## config.mk

```make
export PLATFORM = sky130hd
export DESIGN_NAME = pc_fetch_sequencer
export DESIGN_NICKNAME = d
export VERILOG_FILES = /design/src/rtl/pc_seq_pkg.sv /design/src/rtl/pc_seq_perf_cnt.sv /design/src/rtl/pc_fetch_sequencer.sv
export SDC_FILE = /design/constraint.sdc
export NUM_CORES = 1
export LEC_CHECK = 0
export BUFFER_PORTS_ARGS = -buffer_cell sky130_fd_sc_hd__buf_2
export CAP_MARGIN = 20
export CORE_UTILIZATION = 23
export CTS_CLUSTER_DIAMETER = 40
export DETAILED_ROUTE_END_ITERATION = 7
export HOLD_SLACK_MARGIN = 0.05
export PLACE_DENSITY = 0.54
export SLEW_MARGIN = 20
export SYNTH_ARGS = -nofsm -noshare
export SYNTH_HDL_FRONTEND = slang
export SYNTH_SLANG_ARGS = --single-unit
```

## constraint.sdc

```tcl
create_clock -name clk_in -period 1.9 [get_ports clk_in]
set_clock_uncertainty 0.15 [all_clocks]
set_input_delay 0.095 -clock clk_in [delete_from_list [all_inputs] [get_ports clk_in]]
set_output_delay 0.095 -clock clk_in [all_outputs]
set_load 0.005 [all_outputs]
```

## src/rtl/pc_seq_pkg.sv

```systemverilog
// Shared encodings for the PC fetch sequencer: PC mux selects, FSM states, pending redirects.
package pc_seq_pkg;

  localparam logic [1:0] PC_SRC_RST  = 2'b00;
  localparam logic [1:0] PC_SRC_EPC  = 2'b01;
  localparam logic [1:0] PC_SRC_TRAP = 2'b10;
  localparam logic [1:0] PC_SRC_NEXT = 2'b11;

  typedef enum logic [1:0] {BOOT, RUN, WAIT} state_e;
  typedef enum logic [1:0] {NONE, TRAP, MRET} pend_e;

endpackage

```

## src/rtl/pc_seq_perf_cnt.sv

```systemverilog
// Free-running wrap-around counters for retired PC advances and stall/wait cycles.
module pc_seq_perf_cnt #(
  parameter int CNT_W = 32
) (
  input  logic             clk_in,
  input  logic             rst_in,
  input  logic             inc_instret_in,
  input  logic             inc_stall_in,
  output logic [CNT_W-1:0] instret_cnt_out,
  output logic [CNT_W-1:0] stall_cnt_out
);

  logic [CNT_W-1:0] r_instret;
  logic [CNT_W-1:0] r_stall;

  always_ff @(posedge clk_in) begin
    if (!rst_in) begin
      r_instret <= '0;
      r_stall   <= '0;
    end else begin
      if (inc_instret_in) r_instret <= r_instret + CNT_W'(1);
      if (inc_stall_in)   r_stall   <= r_stall + CNT_W'(1);
    end
  end

  assign instret_cnt_out = r_instret;
  assign stall_cnt_out   = r_stall;

endmodule

```

## src/rtl/pc_fetch_sequencer.sv

```systemverilog
// PC mux control FSM and architectural PC register, paced by AHB HREADY.
// Optional performance counters are built when PC_SEQ_PERF_EN is defined.
module pc_fetch_sequencer
  import pc_seq_pkg::*;
#(
  parameter int BOOT_CYCLES = 2,
  parameter int CNT_W       = 32
) (
  input  logic             clk_in,
  input  logic             rst_in,
  input  logic [31:0]      pc_mux_in,
  input  logic             ahb_ready_in,
  input  logic             stall_in,
  input  logic             trap_req_in,
  input  logic             mret_in,
  input  logic             misaligned_instr_in,
  output logic [1:0]       pc_src_out,
  output logic [31:0]      pc_out,
  output logic             pc_we_out,
  output logic             fetch_valid_out,
  output logic             flush_out,
  output logic             cause_misalign_out,
  output logic [CNT_W-1:0] instret_cnt_out,
  output logic [CNT_W-1:0] stall_cnt_out
);

  localparam int BW = (BOOT_CYCLES > 1) ? $clog2(BOOT_CYCLES) : 1;

  state_e        r_state;
  pend_e         r_pend;
  logic [BW-1:0] r_boot_cnt;
  logic [31:0]   r_pc;
  logic          r_fetch_valid;
  logic          r_cause_mis;

  logic       w_trap, w_evt, w_boot_done, w_redir, w_redir_trap, w_capture;
  logic [1:0] w_pc_src;
  logic       w_we, w_flush;

  assign w_trap       = trap_req_in | misaligned_instr_in;
  assign w_evt        = w_trap | mret_in;
  assign w_boot_done  = (r_boot_cnt == BW'(BOOT_CYCLES - 1));
  // A redirect fires on any ready cycle outside BOOT, including the WAIT cycle
  // where the held fetch finally completes, so a queued event costs no extra cycle.
  assign w_redir      = (r_state != BOOT) && ahb_ready_in && ((r_pend != NONE) || w_evt);
  assign w_redir_trap = w_trap || (r_pend == TRAP);
  assign w_capture    = (r_state != BOOT) && !ahb_ready_in && w_evt;

  always_comb begin
    w_pc_src = PC_SRC_NEXT;
    w_we     = 1'b0;
    w_flush  = 1'b0;
    case (r_state)
      BOOT: begin
        w_pc_src = PC_SRC_RST;
        w_we     = w_boot_done;
      end
      RUN, WAIT: begin
        if (w_redir) begin
          w_pc_src = w_redir_trap ? PC_SRC_TRAP : PC_SRC_EPC;
          w_we     = 1'b1;
          w_flush  = 1'b1;
        end else if (r_state == RUN && ahb_ready_in && !stall_in) begin
          w_we = 1'b1;
        end
      end
      default: w_pc_src = PC_SRC_RST;
    endcase
    if (!rst_in) begin
      w_we    = 1'b0;
      w_flush = 1'b0;
    end
  end

  always_ff @(posedge clk_in) begin
    if (!rst_in) begin
      r_state       <= BOOT;
      r_pend        <= NONE;
      r_boot_cnt    <= '0;
      r_pc          <= '0;
      r_fetch_valid <= 1'b0;
      r_cause_mis   <= 1'b0;
    end else begin
      if (w_we) r_pc <= pc_mux_in;
      case (r_state)
        BOOT: begin
          if (w_boot_done) begin
            r_state       <= RUN;
            r_fetch_valid <= 1'b1;
          end else begin
            r_boot_cnt <= r_boot_cnt + BW'(1);
          end
        end
        RUN:     if (!ahb_ready_in) r_state <= WAIT;
        WAIT:    if (ahb_ready_in)  r_state <= RUN;
        default: r_state <= BOOT;
      endcase
      // Trap outranks MRET: a new trap replaces anything, MRET only fills an empty slot.
      if (w_redir)
        r_pend <= NONE;
      else if (w_capture && w_trap)
        r_pend <= TRAP;
      else if (w_capture && r_pend != TRAP)
        r_pend <= MRET;
      if (r_state != BOOT && w_trap) r_cause_mis <= misaligned_instr_in;
    end
  end

  assign pc_src_out         = w_pc_src;
  assign pc_out             = r_pc;
  assign pc_we_out          = w_we;
  assign flush_out          = w_flush;
  assign fetch_valid_out    = r_fetch_valid;
  assign cause_misalign_out = r_cause_mis;

`ifdef PC_SEQ_PERF_EN
  logic w_inc_instret, w_inc_stall;
  assign w_inc_instret = w_we && (r_state == RUN) && !w_redir;
  assign w_inc_stall   = (r_state == WAIT) || ((r_state == RUN) && stall_in);

  pc_seq_perf_cnt #(.CNT_W(CNT_W)) u_perf (
    .clk_in          (clk_in),
    .rst_in          (rst_in),
    .inc_instret_in  (w_inc_instret),
    .inc_stall_in    (w_inc_stall),
    .instret_cnt_out (instret_cnt_out),
    .stall_cnt_out   (stall_cnt_out)
  );
`else
  assign instret_cnt_out = '0;
  assign stall_cnt_out   = '0;
`endif

endmodule
```

==> results of run 1 <==
-- Yosys cell counts, drive strengths merged, types with 2 or more instances --
cell | number | area share [%]
a21oi | 4 | 0.91
buf | 68 | 24
nand2 | 36 | 6.2
inv | 40 | 6.8
o21a | 2 | 0.68
ha | 5 | 2.9
clkbuf | 4 | 0.68
o21ai | 6 | 1.9
mux2i | 33 | 15
dfxtp | 39 | 36
nor2 | 7 | 1.2
-- timing repair --
item | 4_1_cts | 5_1_grt
endpoints found under the setup margin | 22 | 37
endpoints found under the hold margin | 39 | 0
cloned | 0 | 1
pin swaps | 3 | 2
gates resized for setup | 7 | 5
hold buffers | 40 | 0
buffers inserted | 4 | 1
-- stage by stage --
stage / total power, uW / setup TNS (ns) / area, sq um
5_1_grt: 3560 / -3.35 / 3060
6_report: 3290 / -0.763 / 3060
4_1_cts: 3260 / -2.23 / 3020
2_1_floorplan: 2130 / 0 / 2430
3_3_place_gp: 2480 / 0 / 2490
3_5_place_dp: 2510 / -0.0419 / 2490
-- worst register-to-register path: stages, from the launching register on --
cell and delay, ns:
dfxtp_2 0.33, or4_4 0.48, o21a_1 0.22, o21ai_4 0.18
buf_12 0.13, buf_4 0.10, buf_6 0.12, mux2i_1 0.18
-- cell type report --
cell class,count,area (sq um)
clock inverters,2,12.5
repair buffers,127,910
inverters,40,150
flip-flops and latches,39,785
fillers,946,6180
well taps,129,161
multi-input cells,167,971
clock buffers,6,72.6
-- per-layer routing --
layer | routed length (um) | vias up
met4 | 21 | 0
met2 | 2360 | 87
met5 | 0 | -
met3 | 359 | 2
li1 | - | 906
met1 | 2020 | 809
-- power by group through the flow --
stage	Clock, uW	Combinational [uW]	Sequential [uW]
final	557	1480	1250
after global routing	631	1640	1290
after CTS	593	1420	1250
after detailed placement	0	1260	1250
after global placement	0	1230	1250
after floorplan	0	849	1280
-- worst paths after layout --
kind / cells past startpoint / start / endpoint / slack [ns]
max: 6 / r_pend[1]$_SDFFE_PP0P_ / pc_we_out / -0.1
min: 5 / misaligned_instr_in / r_pend[0]$_SDFFE_PP0P_ / 0.15
max reg2reg: 7 / r_pend[1]$_SDFFE_PP0P_ / pc_out[31]$_SDFFE_PN0P_ / -0.06
min reg2reg: 2 / pc_out[8]$_SDFFE_PN0P_ / pc_out[8]$_SDFFE_PN0P_ / 0.31
-- kinds of logic after synthesis --
| logic type | count (synthesis) | share of synthesized area (%) |
|---|---|---|
| flip-flops | 39 | 35.6 |
| adder cells (fa/ha/maj) | 5 | 2.85 |
| AO/OA/AOI/OAI | 17 | 5.31 |
| other | 1 | 0.171 |
| buffers and inverters | 112 | 31.8 |
| multiplexers | 33 | 15.1 |
| AND/OR/NAND/NOR | 48 | 9.18 |
-- flip-flops by register name, summed over array words and instances, names as in the netlist --
signal / flops
fetch_valid_out: 1
r_boot_cnt: 1
r_state: 2
r_pend: 2
pc_out: 32
cause_misalign_out: 1
==> impl_results.md, run 1 <==
* Post-synthesis sequential area ratio at 35.6%
* Final period util at 105%
* Vias at 1804
* IO Pins at around 140
* Worst-skew pair later-pin latency at between 0.2 and 0.3 ns
* Synthesized instance count at 255
* Max Freq at around 0.5 GHz
* Max-cap viol count at 0
* CTS tree: yes
* Crit path time final at 2.00 ns
* Post-DRT Antenna Nets at 0
* Place WS at -0.0126 ns
* Ys Warns at 0
* Crit path max-delay cell type: or4_4
* Status: complete, but fails checks
* Clk root buf: clkbuf_8
* Hold WS at 0.149 ns
* CTS clock-pin slew for the worst setup and hold paths at about 0.080 ns
* DRC viols at 0
* Non-filler cells, final at approximately 500
* Via density at between 3 and 4
* Largest net degree at the start of global routing at 35
* PnR worst setup slack at -0.0955 ns
* Most common cell after layout, fill and taps aside: buf_2
* Int Pwr at 2170 uW
* Grt met3 use at 3.37%
* Sequential power share at 38.0%
* CP Data Arrival Time at 1.75 ns
* Layout cell share with drive strength beyond 1 at 28.3%
* Ys async rst share at 0%
* Max-slew violations at 0
* Mapped Area at between 2000 and 2500 sq um
* Buf/Inv on CP at 3
* GRT Residual Overflow at 0
* Core Region at 9240 sq um
* Port Buf Inserts at 76
* Final #Nets at ~420
* Hold Crit Class: in -> reg
* Final Hold Viols at 0
* Number of synthesized flops with an enable pin at 0
* Clock Power Share at 16.9%
* Critical-path cell list: or4_4 > o21a_1 > o21ai_4 > buf_12 > inv_2 > buf_2
* Chip height at between 90 and 100 um
* CP max stage delay at 0.48 ns
* CP required at 1.65 ns
* Initial antenna violation count at 0
* Die width at 99.7 um
* Clock Path Buffers at 2
* Vias in the first global route at 1671
* Failing checks: setup timing
* Inst Count DP at between 400 and 500
* Leakage at 0.00180 uW
* Die footprint at 9930 sq um
* Comb pwr share at 45.1%
* Row count at 35
* Most frequent cells in the layout: buf_2, conb_1, dlygate4sd3_1
* Sw Ratio at 34.1%
* DP HPWL at 3.11 mm
* Drt wl/cell at between 9 and 10 um
* Syn-to-layout area delta at 39.6%
* Net switching power at 1120 uW
* First-pass GRT wire length at 7.65 mm
* Pwr/cell area at 1070 nW/um^2
* Distinct cell type count after synthesis at 24
* First-pass DRT Iterations at 4
* Maximum vdd drop at 0.433 mV
* Unrepaired setup endpoints after global routing: yes
* Initial Utilization at 23.7%
* GRT Util Overall at about 9.7%
* Initial drt markers at 31
* Post-Route WL at approximately 4.8 mm
* Sinks on the clock net at 39
* Average size of a mapped cell at 8.60 sq um
* Top_reg_cell synth: dfxtp_1
* Final setup vio count at 31
* GRT met1 Usage at ~11%
* Top Usage Layer GRT: met2
* Worst-path maximum fanout at 3
* Clock buffer count from CTS at 5
* Register bit total from synthesis at 39
* H-tree Lvls at 2
* Crit Path Class: reg -> out
* Critical path launch point type: register
* CP top delay family: simple AND/OR/NAND/NOR gates
* CP endpoint kind: output pin
* Met2 Usage GRT at 17.5%
* Finished Core Util at approximately 33%
* # diodes at 0
* RD Place Congestion at 0.711
No activity file was read; power rests on OpenSTA's default activity.
==> run 2: changes to the inputs <==
--- a/config.mk
+++ b/config.mk
@@ -5,13 +5,15 @@
 export SDC_FILE = /design/constraint.sdc
 export NUM_CORES = 1
 export LEC_CHECK = 0
+export ABC_AREA = 1
 export BUFFER_PORTS_ARGS = -buffer_cell sky130_fd_sc_hd__buf_2
 export CAP_MARGIN = 20
+export CORE_ASPECT_RATIO = 0.75
 export CORE_UTILIZATION = 23
 export CTS_CLUSTER_DIAMETER = 40
 export DETAILED_ROUTE_END_ITERATION = 7
 export HOLD_SLACK_MARGIN = 0.05
-export PLACE_DENSITY = 0.54
+export PLACE_DENSITY = 0.53
 export SLEW_MARGIN = 20
 export SYNTH_ARGS = -nofsm -noshare
 export SYNTH_HDL_FRONTEND = slang
==> run 2 against run 1 <==
  * The flow now finishes without violations
  * Critical path depth stayed put
  * Synthesized cell count rose by 30%
  * Utilization fell by 0.16 points
  * Worst setup slack gained 0.17 ns
  * Highest routed layer unchanged
  * Non-clock buffer count down 5
  * Register-to-register slack gained 0.13 ns
  * Via count is 17% higher
==> impl_results.md, run 2 <==
* DP HPWL at 3.76 mm (+21%)
* Leakage at 0.00194 uW (+7.8%)
* Register bit total from synthesis at 39 (unchanged)
* Final Cell Area at 3240 sq um (+5.7%)
* Non-filler cells, final at 581 (+14%)
* Top_reg_cell synth: dfxtp_1
* Post-Route WL at 6.05 mm (+27%)
* Synth area leaders: dfxtp_1, buf_4, nand2_1, nand3_1, inv_1
* Sw Ratio at 37.0% (+2.9 points)
* Port Buf Inserts at 76 (unchanged)
* Hold Path Cell Cnt at 5 (unchanged)
* GRT Residual Overflow at 0 (unchanged)
* IO Pins at 141 (unchanged)
* Vias at 2118 (+17%)
* Hold Startpoint: mret_in
* Final period util at 96.3% (-8.7 points)
* Initial Utilization at 24.0% (+0.28 points)
* GRT Util Overall at 10.8% (+1.1 points)
* Unrepaired setup endpoints after global routing: no
* Layout cell share with drive strength beyond 1 at 26.1% (-2.3 points)
* Top cells by count, synth: nand2_1, buf_4, inv_1, dfxtp_1, nand3_1
* CP endpoint kind: register
* Maximum vdd drop at 0.366 mV (-15%)
* Sequential power share at 30.7% (-7.3 points)
* CP max stage delay at 0.56 ns (+0.08 ns)
* Worst-path maximum fanout at 6 (+3)
* Max-slew violations at 0 (unchanged)
* R2r setup slk at 0.07 ns (+0.13 ns)
* Setup TNS at 0 ns (+0.763 ns)
* Max Freq at 0.547 GHz (+9.1%)
* Finished Core Util at 33.0% (-0.16 points)
* Row count at 31 (-11%)
* Clock Power Share at 24.6% (+7.7 points)
* Largest net degree at the start of global routing at 36 (+2.9%)
* Largest register FFs at 32 (unchanged)
* CTS clock-pin slew for the worst setup and hold paths at 0.06 ns (-0.02 ns)
* Synthesized instance count at 332 (+30%)
* Reg-to-reg critical path endpoint: cause_misalign_out$_SDFFE_PN0P_
* H-tree Lvls at 2 (unchanged)
* Origin of the critical flop-to-flop path: r_state[0]$_SDFFE_PN0P_
* Clk root buf: clkbuf_16
* Chip height at 89.7 um (-10%)
* Pwr/cell area at 1250 nW/um^2 (+17%)
* Vias in the first global route at 1874 (+12%)
* Int Pwr at 2550 uW (+18%)
* RD Place Congestion at 0.749 (+5.4%)
* Post-synth top area share at 33.1% (-2.5 points)
* CP required at 1.92 ns (+0.27 ns)
* Clock buffer count from CTS at 5 (unchanged)
* Mapped Area at 2360 sq um (+7.5%)
* Core Region at 9810 sq um (+6.2%)
* Status: completed
* Comb pwr share at 44.7% (-0.4 points)
* Average size of a mapped cell at 7.10 sq um (-17%)
* # diodes at 0 (unchanged)
* Post-synthesis sequential area ratio at 33.1% (-2.5 points)
* Crit Path Class: reg -> reg
* First-pass GRT wire length at 8.87 mm (+16%)
* Hold Path Sink: r_pend[1]$_SDFFE_PP0P_
* First-pass DRT Iterations at 4 (unchanged)
* CTS tree: yes
* Post-synth top area cell: dfxtp_1
* Drt wl/cell at 10.4 um (+12%)
* Die footprint at 10700 sq um (+7.4%)
* Max-cap viol count at 0 (unchanged)
* Sinks on the clock net at 39 (unchanged)
* Clock Path Buffers at 2 (unchanged)
* Most frequent cells in the layout: nand2_1, buf_2, conb_1
* Inst Count DP at 532 (+17%)
* Crit path time final at 1.83 ns (-0.166 ns)
* Post-DRT Antenna Nets at 0 (unchanged)
* Hold Crit Class: in -> reg
* DRC viols at 0 (unchanged)
* CP Data Arrival Time at 1.85 ns (+0.10 ns)
* Final Hold Viols at 0 (unchanged)
* Die width at 119 um (+19%)
* R2R depth at 6 (-1)
* Critical-path cell list: inv_1 > ha_2 > buf_4 > o21ai_1 > a21oi_1 > dlygate4sd3_1
* Number of synthesized flops with an enable pin at 0 (unchanged)
* Via density at 3.65 (+3.1%)
* Most common cell after layout, fill and taps aside: nand2_1
* Initial drt markers at 57 (+84%)
* Ys async rst share at 0% (unchanged)
* Crit path max-delay cell type: dlygate4sd3_1
* Final #Nets at 492 (+16%)
* Distinct cell type count after synthesis at 26 (+8.3%)
* Syn-to-layout area delta at 37.3%
* Final setup vio count at 0 (-100%)
* Ys Warns at 0 (unchanged)
* Worst-skew pair later-pin latency at 0.28 ns (about the same)
* Net switching power at 1500 uW (+34%)
* Placed inst area at 2620 sq um (+5.4%)
* Most frequent cell after synthesis: nand2_1
* Initial antenna violation count at 0 (unchanged)
* Critical path launch point type: register
run 2: through the flow:
stage	power [uW]	setup slack, ns	hold slack [ns]
CTS	3980	0.0177	0.0811
finish	4050	0.0707	0.0903
detailed placement	2780	0.0855	0.171
global placement	2750	0.137	0.170
global route	4370	0.00218	0.137
floorplan	2330	0.211	0.0830
run 2: kinds of logic after synthesis:
group                      synth area share [%]
DFF                                        33.1
and+or+nand+nor                            30.0
adders and majority gates                  2.65
buffers and inverters                      31.3
AOI/OAI and AO/OA                          2.71
other                                     0.159
run 2: critical path: cells and delay by family, from the launching register on:
kind,cells,cell delay [ns]
AOI/OAI and AO/OA,2,0.20
buffers and inverters,3,0.80
DFF,1,0.37
adders and majority gates,1,0.21
run 2: metal layers:
layer / part of all wire, % / track usage, % / wire [um] / up-vias
met5: 0 / 0 / 0 / -
met4: 0.94 / 3.11 / 57 / 0
met3: 5.6 / 3.54 / 340 / 7
met2: 45 / 17.7 / 2710 / 62
met1: 49 / 13.7 / 2940 / 946
li1: - / - / - / 1103
run 2: worst max-delay path by stage:
stage | start | endpoint | slack [ns]
global placement | r_state[0]$_SDFFE_PN0P_ | pc_we_out | 0.14
detailed placement | r_state[0]$_SDFFE_PN0P_ | pc_we_out | 0.09
global route | r_state[1]$_SDFFE_PN0P_ | pc_we_out | 0.002
CTS | r_state[0]$_SDFFE_PN0P_ | pc_we_out | 0.02
floorplan | r_state[0]$_SDFFE_PN0P_ | pc_out[5]$_SDFFE_PN0P_ | 0.21
finish | r_state[0]$_SDFFE_PN0P_ | cause_misalign_out$_SDFFE_PN0P_ | 0.07
run 2: area by class of cell:
type	count	area (sq um)
Clock buffer	6	139
Clock inverter	2	35.0
Fill cell	1053	6580
Inverter	43	161
Multi-Input combinational cell	237	1100
Sequential cell	39	783
Tap cell	132	165
Timing Repair Buffer	122	850
run 2: power groups by stage:
stage | combinational [uW] | clock (uW) | sequential (uW)
final | 1810 | 995 | 1240
after global routing | 2030 | 1060 | 1280
after CTS | 1700 | 1040 | 1240
after detailed placement | 1520 | 0 | 1250
after global placement | 1500 | 0 | 1240
after floorplan | 1060 | 0 | 1260
run 2: what timing repair did:
item / 4_1_cts / 5_1_grt
cloned: 1 / 1
buffers inserted: 2 / 1
gates resized for setup: 3 / 6
pin swaps: 2 / 2
endpoints found under the hold margin: 36 / 0
setup endpoints to repair: 1 / 34
hold buffers: 36 / 0
